===== src/rtl/ssd1306_pkg.sv =====
// Shared constants, FSM states and the address-window command table for the SSD1306 streamer.
package ssd1306_pkg;

  localparam logic [7:0] CTRL_CMD  = 8'h00;
  localparam logic [7:0] CTRL_DATA = 8'h40;
  localparam logic [7:0] SET_COL   = 8'h21;
  localparam logic [7:0] SET_PAGE  = 8'h22;

  localparam int INIT_LEN = 26;
  localparam int WIN_LEN  = 7;

  typedef enum logic [2:0] {
    ST_IDLE,
    ST_INIT,
    ST_WAIT,
    ST_WIN,
    ST_DATA,
    ST_FIN
  } state_e;

  // Window transaction: 00 21 00 COLS-1 22 00 PAGES-1
  function automatic logic [7:0] win_byte(input logic [2:0] idx, input int cols, input int pages);
    case (idx)
      3'd1:    return SET_COL;
      3'd3:    return 8'(cols - 1);
      3'd4:    return SET_PAGE;
      3'd6:    return 8'(pages - 1);
      default: return CTRL_CMD;
    endcase
  endfunction

endpackage


===== src/rtl/ssd1306_init_rom.sv =====
// Combinational init-sequence ROM; the multiplex-ratio argument tracks the PAGES parameter.
module ssd1306_init_rom
  import ssd1306_pkg::*;
#(
  parameter int PAGES = 8
) (
  input  logic [4:0] idx_i,
  output logic [7:0] byte_o
);

  always_comb begin
    byte_o = 8'h00;
    case (idx_i)
      5'd0:  byte_o = 8'hAE;
      5'd1:  byte_o = 8'hD5;
      5'd2:  byte_o = 8'h80;
      5'd3:  byte_o = 8'hA8;
      5'd4:  byte_o = 8'(PAGES * 8 - 1);
      5'd5:  byte_o = 8'hD3;
      5'd6:  byte_o = 8'h00;
      5'd7:  byte_o = 8'h40;
      5'd8:  byte_o = 8'h8D;
      5'd9:  byte_o = 8'h14;
      5'd10: byte_o = 8'h20;
      5'd11: byte_o = 8'h00;
      5'd12: byte_o = 8'hA1;
      5'd13: byte_o = 8'hC8;
      5'd14: byte_o = 8'hDA;
      5'd15: byte_o = 8'h12;
      5'd16: byte_o = 8'h81;
      5'd17: byte_o = 8'hCF;
      5'd18: byte_o = 8'hD9;
      5'd19: byte_o = 8'hF1;
      5'd20: byte_o = 8'hDB;
      5'd21: byte_o = 8'h40;
      5'd22: byte_o = 8'hA4;
      5'd23: byte_o = 8'hA6;
      5'd24: byte_o = 8'h2E;
      5'd25: byte_o = 8'hAF;
      default: byte_o = 8'h00;
    endcase
  end

endmodule


===== src/rtl/ssd1306_frame_streamer.sv =====
// SSD1306 refresh engine: init once, set window, then stream the frame buffer as chunked I2C writes
// through a byte handshake, with a frame-RAM prefetch and NACK abort.
module ssd1306_frame_streamer
  import ssd1306_pkg::*;
#(
  parameter logic [6:0] I2C_ADDR   = 7'h3C,
  parameter int         COLS       = 128,
  parameter int         PAGES      = 8,
  parameter int         CHUNK      = 16,
  parameter int         GAP_CYCLES = 1000
) (
  input  logic                            clk,
  input  logic                            rst,
  input  logic                            start_i,
  input  logic                            reinit_i,
  output logic                            busy_o,
  output logic                            done_o,
  output logic                            error_o,
  output logic                            fb_rd_en_o,
  output logic [$clog2(PAGES*COLS)-1:0]   fb_addr_o,
  input  logic [7:0]                      fb_data_i,
  output logic                            tx_valid_o,
  input  logic                            tx_ready_i,
  output logic [7:0]                      tx_data_o,
  output logic                            tx_first_o,
  output logic                            tx_last_o,
  output logic [6:0]                      tx_addr_o,
  input  logic                            tx_done_i,
  input  logic                            tx_nack_i
);

  localparam int FRAME   = PAGES * COLS;
  localparam int AW      = $clog2(FRAME);
  localparam int CW      = $clog2(FRAME + 1);
  localparam int GW      = $clog2(GAP_CYCLES + 1);
  localparam int TXN_MAX = (CHUNK + 1 > INIT_LEN + 1) ? CHUNK + 1 : INIT_LEN + 1;
  localparam int IW      = $clog2(TXN_MAX + 1);

  state_e          state_q, state_d, ret_q, ret_d;
  logic [IW-1:0]   idx_q, idx_d, len;
  logic [GW-1:0]   gap_q, gap_d;
  logic [CW-1:0]   cnt_q, cnt_d;
  logic [AW-1:0]   addr_q, addr_d;
  logic [7:0]      fbuf_q, fbuf_d, data_q, data_d, nbyte, rom_byte;
  logic [4:0]      rom_idx;
  logic            fbuf_vld_q, fbuf_vld_d, rd_pend_q, rd_en;
  logic            valid_q, valid_d, first_q, first_d, last_q, last_d;
  logic            init_done_q, init_done_d, error_q, error_d;
  logic            accept, slot_free, avail;

  // Byte 0 of the init transaction is the control byte, so the ROM is offset by one.
  assign rom_idx = 5'(idx_q - IW'(1));

  ssd1306_init_rom #(.PAGES(PAGES)) u_rom (
    .idx_i  (rom_idx),
    .byte_o (rom_byte)
  );

  always_comb begin
    state_d     = state_q;
    ret_d       = ret_q;
    idx_d       = idx_q;
    gap_d       = gap_q;
    cnt_d       = cnt_q;
    addr_d      = addr_q;
    fbuf_d      = fbuf_q;
    fbuf_vld_d  = fbuf_vld_q;
    valid_d     = valid_q;
    data_d      = data_q;
    first_d     = first_q;
    last_d      = last_q;
    init_done_d = init_done_q;
    error_d     = error_q;
    rd_en       = 1'b0;
    len         = IW'(WIN_LEN);
    nbyte       = CTRL_CMD;
    avail       = 1'b1;
    accept      = valid_q && tx_ready_i;
    slot_free   = !valid_q || accept;

    if (accept) valid_d = 1'b0;

    // Next byte of the current transaction; a frame byte is only usable the cycle it returns or once buffered.
    case (state_q)
      ST_INIT: begin
        len   = IW'(INIT_LEN + 1);
        nbyte = (idx_q == '0) ? CTRL_CMD : rom_byte;
      end
      ST_WIN: nbyte = win_byte(3'(idx_q), COLS, PAGES);
      ST_DATA: begin
        len = IW'(CHUNK + 1);
        if (idx_q == '0)     nbyte = CTRL_DATA;
        else if (rd_pend_q)  nbyte = fb_data_i;
        else if (fbuf_vld_q) nbyte = fbuf_q;
        else                 avail = 1'b0;
      end
      default: ;
    endcase

    case (state_q)
      ST_IDLE: begin
        if (start_i) begin
          error_d    = 1'b0;
          idx_d      = '0;
          cnt_d      = '0;
          addr_d     = '0;
          fbuf_vld_d = 1'b0;
          state_d    = (!init_done_q || reinit_i) ? ST_INIT : ST_WIN;
        end
      end
      ST_WAIT: begin
        gap_d = gap_q + GW'(1);
        if (gap_q == GW'(GAP_CYCLES - 1)) begin
          gap_d   = '0;
          state_d = ret_q;
        end
      end
      ST_FIN: state_d = ST_IDLE;
      default: begin
        if (rd_pend_q) begin
          fbuf_d     = fb_data_i;
          fbuf_vld_d = 1'b1;
        end
        if (slot_free && (idx_q < len) && avail) begin
          valid_d = 1'b1;
          data_d  = nbyte;
          first_d = (idx_q == '0);
          last_d  = (idx_q == len - IW'(1));
          idx_d   = idx_q + IW'(1);
          if (state_q == ST_DATA) begin
            if (idx_q != '0) begin
              fbuf_vld_d = 1'b0;
              cnt_d      = cnt_q + CW'(1);
            end
            if (idx_q < IW'(CHUNK)) begin
              rd_en  = 1'b1;
              addr_d = (addr_q == AW'(FRAME - 1)) ? '0 : addr_q + AW'(1);
            end
          end
        end
        if (tx_done_i && (idx_q == len) && !valid_q) begin
          state_d = ST_WAIT;
          idx_d   = '0;
          gap_d   = '0;
          case (state_q)
            ST_INIT: begin
              init_done_d = 1'b1;
              ret_d       = ST_WIN;
            end
            ST_WIN:  ret_d = ST_DATA;
            default: ret_d = (cnt_q == CW'(FRAME)) ? ST_FIN : ST_DATA;
          endcase
        end
      end
    endcase

    // NACK overrides everything, including a coincident tx_done.
    if (tx_nack_i && (state_q != ST_IDLE)) begin
      state_d = ST_IDLE;
      valid_d = 1'b0;
      first_d = 1'b0;
      last_d  = 1'b0;
      rd_en   = 1'b0;
      error_d = 1'b1;
      if (state_q == ST_INIT) init_done_d = 1'b0;
    end
  end

  always_ff @(posedge clk) begin
    if (rst) begin
      state_q     <= ST_IDLE;
      ret_q       <= ST_WIN;
      idx_q       <= '0;
      gap_q       <= '0;
      cnt_q       <= '0;
      addr_q      <= '0;
      fbuf_q      <= '0;
      fbuf_vld_q  <= 1'b0;
      rd_pend_q   <= 1'b0;
      valid_q     <= 1'b0;
      data_q      <= '0;
      first_q     <= 1'b0;
      last_q      <= 1'b0;
      init_done_q <= 1'b0;
      error_q     <= 1'b0;
    end else begin
      state_q     <= state_d;
      ret_q       <= ret_d;
      idx_q       <= idx_d;
      gap_q       <= gap_d;
      cnt_q       <= cnt_d;
      addr_q      <= addr_d;
      fbuf_q      <= fbuf_d;
      fbuf_vld_q  <= fbuf_vld_d;
      rd_pend_q   <= rd_en;
      valid_q     <= valid_d;
      data_q      <= data_d;
      first_q     <= first_d;
      last_q      <= last_d;
      init_done_q <= init_done_d;
      error_q     <= error_d;
    end
  end

  assign busy_o     = (state_q != ST_IDLE) && (state_q != ST_FIN);
  assign done_o     = (state_q == ST_FIN);
  assign error_o    = error_q;
  assign fb_rd_en_o = rd_en;
  assign fb_addr_o  = addr_q;
  assign tx_valid_o = valid_q;
  assign tx_data_o  = data_q;
  assign tx_first_o = first_q;
  assign tx_last_o  = last_q;
  assign tx_addr_o  = I2C_ADDR;

endmodule


===== config.mk =====
export PLATFORM = sky130hd
export DESIGN_NAME = ssd1306_frame_streamer
export DESIGN_NICKNAME = d
export VERILOG_FILES = /design/src/rtl/ssd1306_pkg.sv /design/src/rtl/ssd1306_init_rom.sv /design/src/rtl/ssd1306_frame_streamer.sv
export SDC_FILE = /design/constraint.sdc
export NUM_CORES = 1
export LEC_CHECK = 0
export BUFFER_PORTS_ARGS = -buffer_cell sky130_fd_sc_hd__buf_2
export CAP_MARGIN = 20
export CORE_UTILIZATION = 60
export DETAILED_ROUTE_END_ITERATION = 10
export PLACE_DENSITY = 0.93
export SYNTH_ARGS = -nofsm -noshare
export SYNTH_HDL_FRONTEND = slang
export SYNTH_SLANG_ARGS = --single-unit

===== constraint.sdc =====
create_clock -name clk -period 9.3 [get_ports clk]
set_input_delay 1.86 -clock clk [delete_from_list [all_inputs] [get_ports clk]]
set_output_delay 1.86 -clock clk [all_outputs]
set_load 0.02 [all_outputs]

-- Word level (Yosys, flattened, before mapping)
Memories as Yosys holds them, arrays and structs flattened.
Index checks and enable logic that the tools add are counted.
- memories kept: 1
- flip-flop bits (word level): 65
- output and inout bits: 32
- word-level logic and storage cells: 139
- bits in read-only memories: 256
- memories (name ; words ; bits a word ; rd ports ; clocked after Yosys merged registers in ; write ports ; line ; RTL):
    (no name shown) ; 32 ; 8 ; 1 ; 0 ; 0 ; ssd1306_init_rom.sv:13 ; case (idx_i)
- add/sub/neg operators: 6
- muxes and demuxes: 57
- eq/ne operators: 17
- reduce and logical (&&, ||, !) cells: 38
- bitwise gates (word level): 3
- order comparisons: 2
- operators with widths (cell ; count):
    10-bit two-way mux ; 7
    11-bit two-way mux ; 4
    10-bit case mux with 2 select lines ; 2
    8-bit two-way mux ; 4
    7-bit case mux with 4 select lines ; 1
    1-bit two-way mux ; 25
    8-bit case mux with 3 select lines ; 1
    11-bit case mux with 2 select lines ; 1
    10-bit by 1-bit adder with 10-bit output (second input constant) ; 2
    10-bit == test (second input constant) ; 2
    5-bit case mux with 2 select lines ; 2
    5-bit two-way mux ; 3
    2-bit nonzero test ; 7
    3-bit == test (second input constant) ; 4
    2-bit AND reduction ; 6
    11-bit by 1-bit adder with 11-bit output (second input constant) ; 1
    11-bit == test (second input constant) ; 1
    5-bit == test ; 2
    5-bit AND reduction ; 2
    5-bit by 1-bit subtractor with 5-bit output (second input constant) ; 2
    3-bit by 2-bit == test with 1-bit output (second input constant) ; 3
    3-bit two-way mux ; 3
    3-bit case mux with 3 select lines ; 1
    1-bit logical AND ; 7
    other kinds (20) ; 30

-- Depth between registers and ports, before layout
- depth after elaboration: 9
- depth in mapped cells: 15
- gate-level depth less buffers: 13

-- Cells and area by module
A second synthesis with hierarchy kept.
- cell total of the unflattened synthesis: 529
- area total of the unflattened synthesis: 4435.5 µm²
- modules (own cells, without submodules) (module ; area an instance (µm²) ; instances ; cells an instance):
    ssd1306_frame_streamer ; 3908.7 ; 1 ; 459
    ssd1306_init_rom ; 526.8 ; 1 ; 70

-- Worst setup path before layout
No wires, ideal clock.
- path kind: input port to output port
- start point: input tx_ready_i
- end point: output fb_rd_en_o
- path slack: 4.117 ns
- stages: 6
- arrival: 3.323 ns
- path through: nor2b_1 -> a2111oi_2 -> nand3b_1 -> or2_1 -> buf_2 -> nor4_2
- word-level cells in the longest chain between the ends: 7
- RTL lines (element ; line ; RTL):
    start: declaration ; ssd1306_frame_streamer.sv:23 ; input logic tx_ready_i,
    1-bit logical AND ; ssd1306_frame_streamer.sv:78 ; accept = valid_q && tx_ready_i;
    1-bit logical OR ; ssd1306_frame_streamer.sv:79 ; slot_free = !valid_q || accept;
    1-bit logical AND (2 in series) ; ssd1306_frame_streamer.sv:124 ; if (slot_free && (idx_q < len) && avail) begin
    1-bit two-way mux ; ssd1306_frame_streamer.sv:124 ;
    1-bit two-way mux ; ssd1306_frame_streamer.sv:100 ; case (state_q)
    1-bit two-way mux ; ssd1306_frame_streamer.sv:158 ; if (tx_nack_i && (state_q != ST_IDLE)) begin
    end: declaration ; ssd1306_frame_streamer.sv:19 ; output logic fb_rd_en_o,
Every way passes these cells.

-- Worst setup path after layout
- start point: register state_q[0]
- end point: output fb_rd_en_o
- word-level cells in the longest chain between the ends: 8
- RTL lines (element ; line ; RTL):
    start: declaration ; ssd1306_frame_streamer.sv:39 ; state_e state_q, state_d, ret_q, ret_d;
    start signal: assignment ; ssd1306_frame_streamer.sv:187 ; state_q <= state_d;
    3-bit == test / 3-bit by 1-bit == test with 1-bit output (equally long branches) ; ssd1306_frame_streamer.sv:84, ssd1306_frame_streamer.sv:130 ;
    5-bit case mux with 2 select lines ; ssd1306_frame_streamer.sv:84 ; case (state_q)
    5-bit < comparator ; ssd1306_frame_streamer.sv:124 ;
    1-bit logical AND (2 in series) ; ssd1306_frame_streamer.sv:124 ;
    1-bit two-way mux ; ssd1306_frame_streamer.sv:124 ;
    1-bit two-way mux ; ssd1306_frame_streamer.sv:100 ;
    1-bit two-way mux * ; ssd1306_frame_streamer.sv:158 ;
Every way passes the cells marked *; elsewhere a longest branch is shown, timed or not.

==> run_results.csv <==
group,metric,value,unit
clock_tree,clkTransAtPathRegs,0.07,ns
timing,unrepaired_setup_endpoints_after_global_routing,"no",
grt,busiest_layer,"met2",
pwr,power.ir.vdd_worst,0.1271,mV
logic_synthesis,synth.top_cell.area_share,28.92,%
logic_synthesis,combinational_family_with_the_most_area_after_synthesis,"simple AND/OR/NAND/NOR gates",
detailed_routing,post-route-drc-count,0,
timing,setup_viol,0,
setup_path,worstPathBufferInverterCount,3,
logic_synthesis,synth_area_per_cell,7.839,um^2
logic_synthesis,post_synth_instance_area,0.004499,mm^2
grt,grt_pass1_wl,19330,um
clock_tree,clock_tree.buffer_depth,2,
logic_synthesis,yosysTopAreaCell,"sky130_fd_sc_hd__dfxtp_1",
detailed_routing,via_count,4601,
layout,commonest_cells_after_routing_fill_and_taps_aside,"sky130_fd_sc_hd__dfxtp_1 (65), sky130_fd_sc_hd__nor2_1 (60), sky130_fd_sc_hd__nand2_1 (51), sky130_fd_sc_hd__buf_2 (39), sky130_fd_sc_hd__a21oi_1 (37)",
logic_synthesis,asyncSetResetFlopFracSynth,0,%
logic_synthesis,yosysSeqAreaShare,28.92,%
clock_tree,clockRootBuffer,"sky130_fd_sc_hd__clkbuf_8",
grt,use_met3,6.996,%
min_path,hold_path_class,"reg2reg",
setup_path,timing_worst_setup_path_type,"reg2out",
place,place.detailed.hpwl,8505,um
timing,hold_viol_final,0,
grt,grt_overflow_total,0,
pwr,total_leakage_power,1.863,nW
setup_path,start_kind,"flop",
die,total_die_area,0.007849,mm^2
grt,met2_global_route_usage,50.42,%
clock_tree,tritoncts,"yes",
die,die_height,88.60,um
die,floorplan.initialDensity,62.03,%
logic_synthesis,synth-xor-area-share,4.867,%
grt,maximum_number_of_pins_on_one_net_before_global_route_repair,37,
grt,grt_use_total,31.31,%
layout,insertedDiodeCount,0,
detailed_routing,avgRoutedWirePerCell,17.32,um
logic_synthesis,synth_compound_gate_area_share,23.44,%
die,num_rows,31,
grt,first_global_vias,4130,
place,port-buffer-count,39,
setup_path,setup.worst_path.end_class,"output port",
detailed_routing,drt.antenna.violating_nets,0,
timing,max_clock_freq,176.9,MHz
layout,mostFrequentLayoutCell,"sky130_fd_sc_hd__dfxtp_1",
detailed_routing,drtIter0Drc,658,
setup_path,crit_required,7.44,ns
logic_synthesis,synth_simple_gate_area_share,27.03,%
flow_run,drv_cap,0,
detailed_routing,drt-pass1-iter-count,6,
logic_synthesis,number_of_flops_mapped_to_enable_cells_by_yosys,0,
clock_tree,clock_latency,0.35,ns
logic_synthesis,synth_instances,574,
setup_path,slowest_delay,0.50,ns
timing,worstMarginPinSlew,0.9073,ns
layout,syn_to_final_growth,7.425,%
timing,worst_slew_margin_rel,39.51,%
timing,worst_clock_skew,0.01175,ns
logic_synthesis,synthAdderAreaFrac,5.006,%
status,status,"finished clean",
pwr,power.density,208.3,mW/mm^2
clock_tree,htreeDepth,3,
setup_path,cp_max_fo,11,
layout,fin_area,0.004833,mm^2
die,die_w,88.60,um
grt,antenna_violations_before_repair,0,
timing,finalMaxSlewViolations,0,
logic_synthesis,synth_ff_type,"sky130_fd_sc_hd__dfxtp_1",
setup_path,cp_slowest_cell,"sky130_fd_sc_hd__dfxtp_1",
layout,final_nets,623,
clock_tree,clock-sinks,65,
clock_tree,holdBufCountCts,0,
detailed_routing,route.detailed.vias_per_inst,6.630,
clock_tree,post_cts_resize_count,0,
timing,final.min_clock_period,5.654,ns
logic_synthesis,yosysWarningCount,0,
setup_path,critical_path_cell_sequence,"nand2_1, nor2_1, inv_1, nand2_1, inv_1, ha_1, and4_1, a2111oi_2, nand3b_1, or2_1, nor4_2, buf_2",
logic_synthesis,synth_top_cells_by_area,"sky130_fd_sc_hd__dfxtp_1 (29%), sky130_fd_sc_hd__ha_1 (5.0%), sky130_fd_sc_hd__nor2_1 (5.0%)",
die,pin_count,47,
layout,drive_gt1_share,14.12,%
timing,finalCritPeriodShare,60.80,%
logic_synthesis,netlist-cell-type-count,74,
clock_tree,numCtsBuffers,9,
setup_path,cell_class_contributing_the_biggest_share_of_worst_path_delay,"simple AND/OR/NAND/NOR gates",
logic_synthesis,ys_seq_elements,65,
place,post_dp_cell_area,0.004639,mm^2
place,place_congestion,0.9753,
detailed_routing,wirelength,12020,um
setup_path,worst_ep_arrival_time,3.79,ns
logic_synthesis,yosys-mux-area-fraction,3.587,%
die,core_area,0.007253,mm^2
clock_tree,post_cts.repair.setup_buffers,0,
grt,met1_usage,39.89,%
timing,fin_tns_setup,0,ns
==> metrics by stage <==
step	power [mW]	util, %	worst slack [ns]	hold slack, ns	instances
after floorplan	0.6700	-	4.117	0.4357	579
after global placement	0.7507	63.96	3.942	0.4429	677
after detailed placement	0.7641	63.96	3.862	0.4480	677
after CTS	0.9936	66.53	3.744	0.4628	693
after global routing	1.066	66.64	3.416	0.4831	694
final	1.007	66.64	3.646	0.4575	694
==> cells by family (layout without fill, tap and decap cells) <==
group,Yosys count,in the layout
and+or+nand+nor,225,225
AOI/OAI and AO/OA,155,155
buffers and inverters,68,84
DFF,65,65
xor gates and xnor gates,25,25
adders and majority gates,18,18
muxes,16,16
other,2,7
==> flip-flops by register name, summed over array words and instances (netlist names), named ones only <==
| signal | flops |
|---|---|
| state_q | 3 |
| fbuf_vld_q | 1 |
| ret_q | 3 |
| tx_last_o | 1 |
| tx_data_o | 8 |
| tx_first_o | 1 |
| error_o | 1 |
| tx_valid_o | 1 |
| fb_addr_o | 10 |
| cnt_q | 11 |
| idx_q | 5 |
| fbuf_q | 8 |
| rd_pend_q | 1 |
| gap_q | 10 |
==> cells in the mapped netlist (all sizes together), types with 3 or more instances <==
cell type and count:
nand2 51, o22ai 6, nand4 4, inv 22, nor2b 4, mux2i 15
a32o 3, buf 21, a31oi 11, clkbuf 22, a221oi 3, o21ai 29
or4 4, a2bb2oi 4, nand3b 6, ha 18, nor3b 3, a211oi 5
a21oi 37, or2 7, or3 5, dfxtp 65, and4 4, a21o 4
o2bb2ai 5, nor2 61, a22oi 4, clkinv 3, nor3 19, and2 5
xnor2 21, o311ai 4, nor4 12, o32ai 5, o211ai 6, o21a 4
nand3 24, a32oi 3, and3 4, nand2b 5, a31o 3, xor2 4
nor4b 4
==> path summary, 6_finish.rpt <==
kind | slack, ns | cells after the start | start | end
max | 3.65 | 12 | state_q[0] | fb_rd_en_o
min reg2reg | 0.46 | 1 | tx_data_o[1] | tx_data_o[1]
max reg2reg | 5.55 | 12 | state_q[0] | gap_q[8]
min | 0.46 | 1 | tx_data_o[1] | tx_data_o[1]
==> per-layer routing <==
metal  vias to the layer above  share of wire [%]
li1                       2125                  -
met1                      2127                 40
met2                       298                 47
met3                        51                 10
met4                         0                3.0
met5                         -                  0
==> power by group <==
group | internal, mW | switching [mW] | total, mW
sequential | 0.295 | 0.0285 | 0.323
clock | 0.122 | 0.107 | 0.229
combinational | 0.150 | 0.305 | 0.455
total | 0.567 | 0.440 | 1.01
==> final cells by class <==
class,instances,area (um^2)
Clock buffer,10,127.6
Tap cell,99,123.9
Fill cell,590,2420
Inverter,25,93.84
Clock inverter,6,58.81
Timing Repair Buffer,43,225.2
Sequential cell,65,1301
Multi-Input combinational cell,446,2903
Note: power is estimated with default switching activity, not from simulation.
